<file path="config.mk">
export PLATFORM = sky130hd
export DESIGN_NAME = spi_frame_sequencer
export DESIGN_NICKNAME = d
export VERILOG_FILES = /design/src/rtl/spi_frame_sequencer.sv
export SDC_FILE = /design/constraint.sdc
export NUM_CORES = 1
export LEC_CHECK = 0
export CORE_MARGIN = 2
export CORE_UTILIZATION = 50
export DETAILED_ROUTE_END_ITERATION = 10
export PLACE_DENSITY = 0.75
export SYNTH_ARGS = -nofsm -noshare
export SYNTH_HDL_FRONTEND = slang
export SYNTH_SLANG_ARGS = --single-unit
</file>
<file path="constraint.sdc">
create_clock -name clk_root -period 4.5 [get_ports clk_root]
set_input_delay 0.675 -clock clk_root [delete_from_list [all_inputs] [get_ports clk_root]]
set_output_delay 0.675 -clock clk_root [all_outputs]
set_load 0.02 [all_outputs]
</file>
<file path="src/rtl/spi_frame_sequencer.sv">
// SPI frame sequencer: synchronizes SPI slave byte/select events into clk_root and
// decodes opcode/address/data frames into buffer write strobes.
module spi_frame_sequencer #(
   parameter int         ADDR_WIDTH = 12,
   parameter logic [7:0] OP_WRITE   = 8'h57,
   parameter logic [7:0] OP_NOP     = 8'h00
) (
   input  logic                  clk_root,
   input  logic                  reset,
   input  logic                  spi_ss,
   input  logic                  spi_done,
   input  logic [7:0]            spi_rdata,
   output logic [7:0]            spi_tdata,
   output logic                  wr_en,
   output logic [ADDR_WIDTH-1:0] wr_addr,
   output logic [7:0]            wr_data,
   output logic                  frame_active,
   output logic                  frame_done,
   output logic [7:0]            err_count,
   output logic [3:0]            dbg_state
);

   typedef enum logic [3:0] {
      IDLE    = 4'd0,
      CMD     = 4'd1,
      ADDR_HI = 4'd2,
      ADDR_LO = 4'd3,
      DATA    = 4'd4,
      DISCARD = 4'd5
   } state_t;

   state_t                state, state_after, state_next;
   logic                  done_s1, done_s2, done_s3;
   logic                  ss_s1, ss_s2, ss_s3;
   logic                  strobe, frame_start, frame_end;
   logic                  ld_hi, ld_lo, wr_fire, err_inc;
   logic [7:0]            byte_q;
   logic [7:0]            tdata_next;
   logic [ADDR_WIDTH-1:0] addr;

   assign strobe      = done_s2 & ~done_s3;
   assign frame_start = ~ss_s2 & ss_s3;
   assign frame_end   = ss_s2 & ~ss_s3;
   assign wr_data     = byte_q;
   assign dbg_state   = state;

   // Byte decode runs first (state_after); frame-end then overrides, so a byte that
   // lands in the same cycle as the select release is still honoured.
   always_comb begin
      state_after = state;
      state_next  = state;
      ld_hi       = 1'b0;
      ld_lo       = 1'b0;
      wr_fire     = 1'b0;
      err_inc     = 1'b0;
      tdata_next  = 8'h00;
      case (state)
         IDLE: if (frame_start) state_after = CMD;
         CMD: begin
            if (strobe) begin
               if (spi_rdata == OP_WRITE) begin
                  state_after = ADDR_HI;
               end else begin
                  state_after = DISCARD;
                  err_inc     = (spi_rdata != OP_NOP);
               end
            end
         end
         ADDR_HI: begin
            if (strobe) begin
               ld_hi       = 1'b1;
               state_after = ADDR_LO;
            end
         end
         ADDR_LO: begin
            if (strobe) begin
               ld_lo       = 1'b1;
               state_after = DATA;
            end
         end
         DATA:    wr_fire = strobe;
         DISCARD: state_after = DISCARD;
         default: state_after = IDLE;
      endcase
      state_next = state_after;
      if (frame_end) begin
         state_next = IDLE;
         if (state_after == CMD || state_after == ADDR_HI || state_after == ADDR_LO)
            err_inc = 1'b1;
      end
      case (state_next)
         CMD:     tdata_next = 8'hA5;
         DATA:    tdata_next = wr_fire ? spi_rdata : {4'h0, DATA};
         default: tdata_next = {4'h0, state_next};
      endcase
   end

   always_ff @(posedge clk_root or posedge reset) begin
      if (reset) begin
         done_s1      <= 1'b0;
         done_s2      <= 1'b0;
         done_s3      <= 1'b0;
         ss_s1        <= 1'b1;
         ss_s2        <= 1'b1;
         ss_s3        <= 1'b1;
         state        <= IDLE;
         byte_q       <= 8'h00;
         addr         <= '0;
         wr_en        <= 1'b0;
         wr_addr      <= '0;
         frame_done   <= 1'b0;
         frame_active <= 1'b0;
         err_count    <= 8'h00;
         spi_tdata    <= 8'h00;
      end else begin
         done_s1      <= spi_done;
         done_s2      <= done_s1;
         done_s3      <= done_s2;
         ss_s1        <= spi_ss;
         ss_s2        <= ss_s1;
         ss_s3        <= ss_s2;
         state        <= state_next;
         wr_en        <= wr_fire;
         frame_done   <= frame_end;
         frame_active <= (state_next != IDLE);
         if (strobe) byte_q <= spi_rdata;
         // High address bits beyond ADDR_WIDTH fall off in the shift.
         if (ld_hi) addr <= (ADDR_WIDTH'(spi_rdata) << 8) | (addr & ADDR_WIDTH'(8'hFF));
         if (ld_lo) addr <= (addr & ~ADDR_WIDTH'(8'hFF)) | ADDR_WIDTH'(spi_rdata);
         if (wr_fire) begin
            wr_addr <= addr;
            addr    <= addr + ADDR_WIDTH'(1);
         end
         if (err_inc && err_count != 8'hFF) err_count <= err_count + 8'd1;
         if (strobe || state_next != state) spi_tdata <= tdata_next;
      end
   end

endmodule
</file>
==> flow_summary.yaml <==
power_and_ir_drop:
  p_per_area_nw_per_um2: 392
  sw_frac_of_total_pct: 27.8
  internal-power_mw: 1.03
  ir_drop_v: 0.000216
  leakage_nw: 1.60
  switchingPower_uw: 399
  power_frac_clock_pct: 35.1
  power_frac_seq_pct: 45.8
  pwr-share-comb_pct: 19.1
routing:
  dr.first_iter.drc_count: 207
  dr.pass1.iters: 4
  wl_mm: 6.45
  via_count: 2421
  viasPerCell: 5.62
  routedWlPerCell_um: 15.0
  detail-route-antenna-nets: 0
  drc_errors: 0
cts:
  cts_tree: "done"
  cts_sinks: 61
  cts_buffers: 9
  cts_max_level: 3
  clock_latency_ns: 0.34
  cts_max_path_buffers: 2
  path_clk_slew_ns: 0.06
  clock_tree.root_cell: "clkbuf_8"
  hold_buffers: 0
  cts_resized: 0
  post-cts-setup-buffers: 0
timing:
  fmax_mhz: 374
  slew_violations: 0
  period_needed_ns: 2.67
  timing.setup.tns_ns: 0
  finClkSkew_ns: 0.00718
  worst_pin_slew_ns: 0.940
  finalCritPeriodShare_pct: 59.4
  finalHoldViolCount: 0
  finalSetupViolCount: 0
  max_slew_margin_pct: 37.4
  hold_ws_ns: 0.356
  rsz0062_at_grt: "no"
logic_synthesis:
  syn_area_per_cell_um2: 9.54
  async_reset_ff_share_pct: 100
  ys_top_cells_by_count: "nand2_1 (79), dfrtp_1 (58), nor2_1 (16), nand3_1 (12), o21ai_0 (11)"
  syn_inst: 304
  synth_area_um2: 2900
  yosys_warnings: 0
  synth_top_cell_by_area: "dfrtp_1"
  netlist_top_cells_area: "dfrtp_1 (50%), nand2_1 (10%), dfstp_2 (2.7%)"
  yosysUniqueCellTypes: 56
  synth_ff_type: "dfrtp_1"
  ys_ff_latch: 61
  ys_seq_area_share_pct: 52.7
  synth-edff-count: 0
  synthesis.nets: 318
  netlist.area_leader.share_pct: 50.0
  yosysMostFrequentCell: "nand2_1"
die:
  fp-row-count: 27
  ios: 55
  die_area_um2: 6430
  coreArea_um2: 5540
  die-height_um: 80.2
  start_util_pct: 52.4
  die_x_um: 80.2
global_routing:
  antenna_found_initial: 0
  grt_pass1_wl_mm: 10.9
  grt_pass1_vias: 2277
  overflow: 0
  track_usage_pct: 22.3
  grt_start_max_net_pins: 32
critical_path:
  worstPathRequired_ns: 4.76
  crit_path_start_kind: "register"
  cp.arrival_ns: 2.93
  cp-startpoint: "dbg_state[1]"
  cpLargestDelayFamily: "simple AND/OR/NAND/NOR gates"
  crit_type: "reg2reg"
  regToRegStartpoint: "dbg_state[1]"
  critical_path_buf_inv_count: 1
  critical_path.max_stage_delay_ns: 0.77
  cp_slowest_cell: "or2_1"
  cp_cell_sequence: "or4b_1 -> or2_1 -> clkinv_8 -> nor2_2 -> a22oi_1 -> o21ai_0"
  critPathMaxFanout: 24
  end_kind: "register"
placement:
  port_buffers: 54
  gp_congestion: 0.885
  post-dp-hpwl_mm: 4.39
cells_and_area:
  drive_above_1_share_pct: 7.80
  final_nets: 368
  num_antenna_cells: 0
  utilization_pct: 66.0
  area_growth_pct: 26.1
outcome:
  status: "completed"
run:
  cap_violations: 0
min_path:
  hold_start: "done_s1"
  hp-class: "reg2reg"
-- layer usage --
metal	part of all wire (%)	routed length (um)	vias up	GRT usage, %
met5	0	0	-	0
met4	2.6	165	0	10.5
met2	45	2880	92	32.5
li1	-	-	1165	-
met1	46	3000	1149	30.8
met3	6.3	409	15	6.18
-- kinds of logic (layout without fill, tap and decap cells) --
group,count (synthesis),count (layout),synth area share (%)
AO/OA/AOI/OAI,57,57,13.9
other,1,1,0.129
adder cells (fa/ha/maj),2,2,0.862
buffers and inverters,22,77,4.23
AND/OR/NAND/NOR,151,151,24.8
multiplexers,4,4,1.55
flip-flops,61,61,52.7
XOR/XNOR,6,6,1.81
-- flip-flops by register name (all words and copies together) (netlist names) --
| register | flops |
|---|---|
| addr | 12 |
| wr_addr | 12 |
| err_count | 8 |
| spi_tdata | 8 |
| wr_data | 8 |
| dbg_state | 4 |
| done_s1 | 1 |
| done_s2 | 1 |
| done_s3 | 1 |
| frame_active | 1 |
| frame_done | 1 |
| ss_s1 | 1 |
| ss_s2 | 1 |
| ss_s3 | 1 |
| wr_en | 1 |
-- power by group through the flow --
stage	clock, mW	combinational (mW)	sequential, mW
after floorplan	0	0.101	0.708
after global placement	0	0.268	0.664
after detailed placement	0	0.275	0.665
after CTS	0.509	0.277	0.656
after global routing	0.541	0.298	0.665
final	0.503	0.273	0.656
-- final timing paths --
kind / slack (ns) / end / depth (start not counted)
min reg2reg: 0.36 / done_s2 / 0
min in group asynchronous: 0.74 / err_count[4] / 2
max reg2reg: 1.83 / addr[9] / 6
max: 1.83 / addr[9] / 6
min: 0.36 / done_s2 / 0
max in group asynchronous: 2.93 / spi_tdata[3] / 3
-- stage by stage --
step	worst slack, ns	std cells	total power [mW]	instance area [um^2]
floorplan	2.32	304	0.808	2900
global placement	1.66	415	0.932	3450
detailed placement	1.61	415	0.940	3450
CTS	1.80	431	1.44	3660
global route	1.54	431	1.50	3660
finish	1.83	431	1.43	3660
-- worst register-to-register path: cells and delay by family (launching register included) --
family,cells,cell delay (ns)
buf+inv,1,0.22
simple gates,3,1.47
flops,1,0.61
compound gates,2,0.29
-- cell type report --
cell class	count	area, um^2
clock inverter	1	30.0
fill	469	1880
clock buffer	15	176
timing repair buffer	55	548
inverter	6	35.0
tap	72	90.1
sequential	61	1530
multi-input combinational	221	1250
-- cell usage in the layout, fill, tap and decap left out, drive strengths merged, types with 3 or more instances in the layout --
cell type,n
a21oi,8
nor2b,3
nand2b,6
clkdlybuf4s50,54
clkbuf,15
inv,5
nand3,12
nand2,79
dfstp,3
mux2,4
a22o,3
nand4,6
dfrtp,58
o311ai,3
o211ai,9
nor3,5
o21ai,15
and3,3
nor2,17
nor4,4
o22a,3
xnor2,5
No activity file was read; power rests on OpenSTA's default activity.
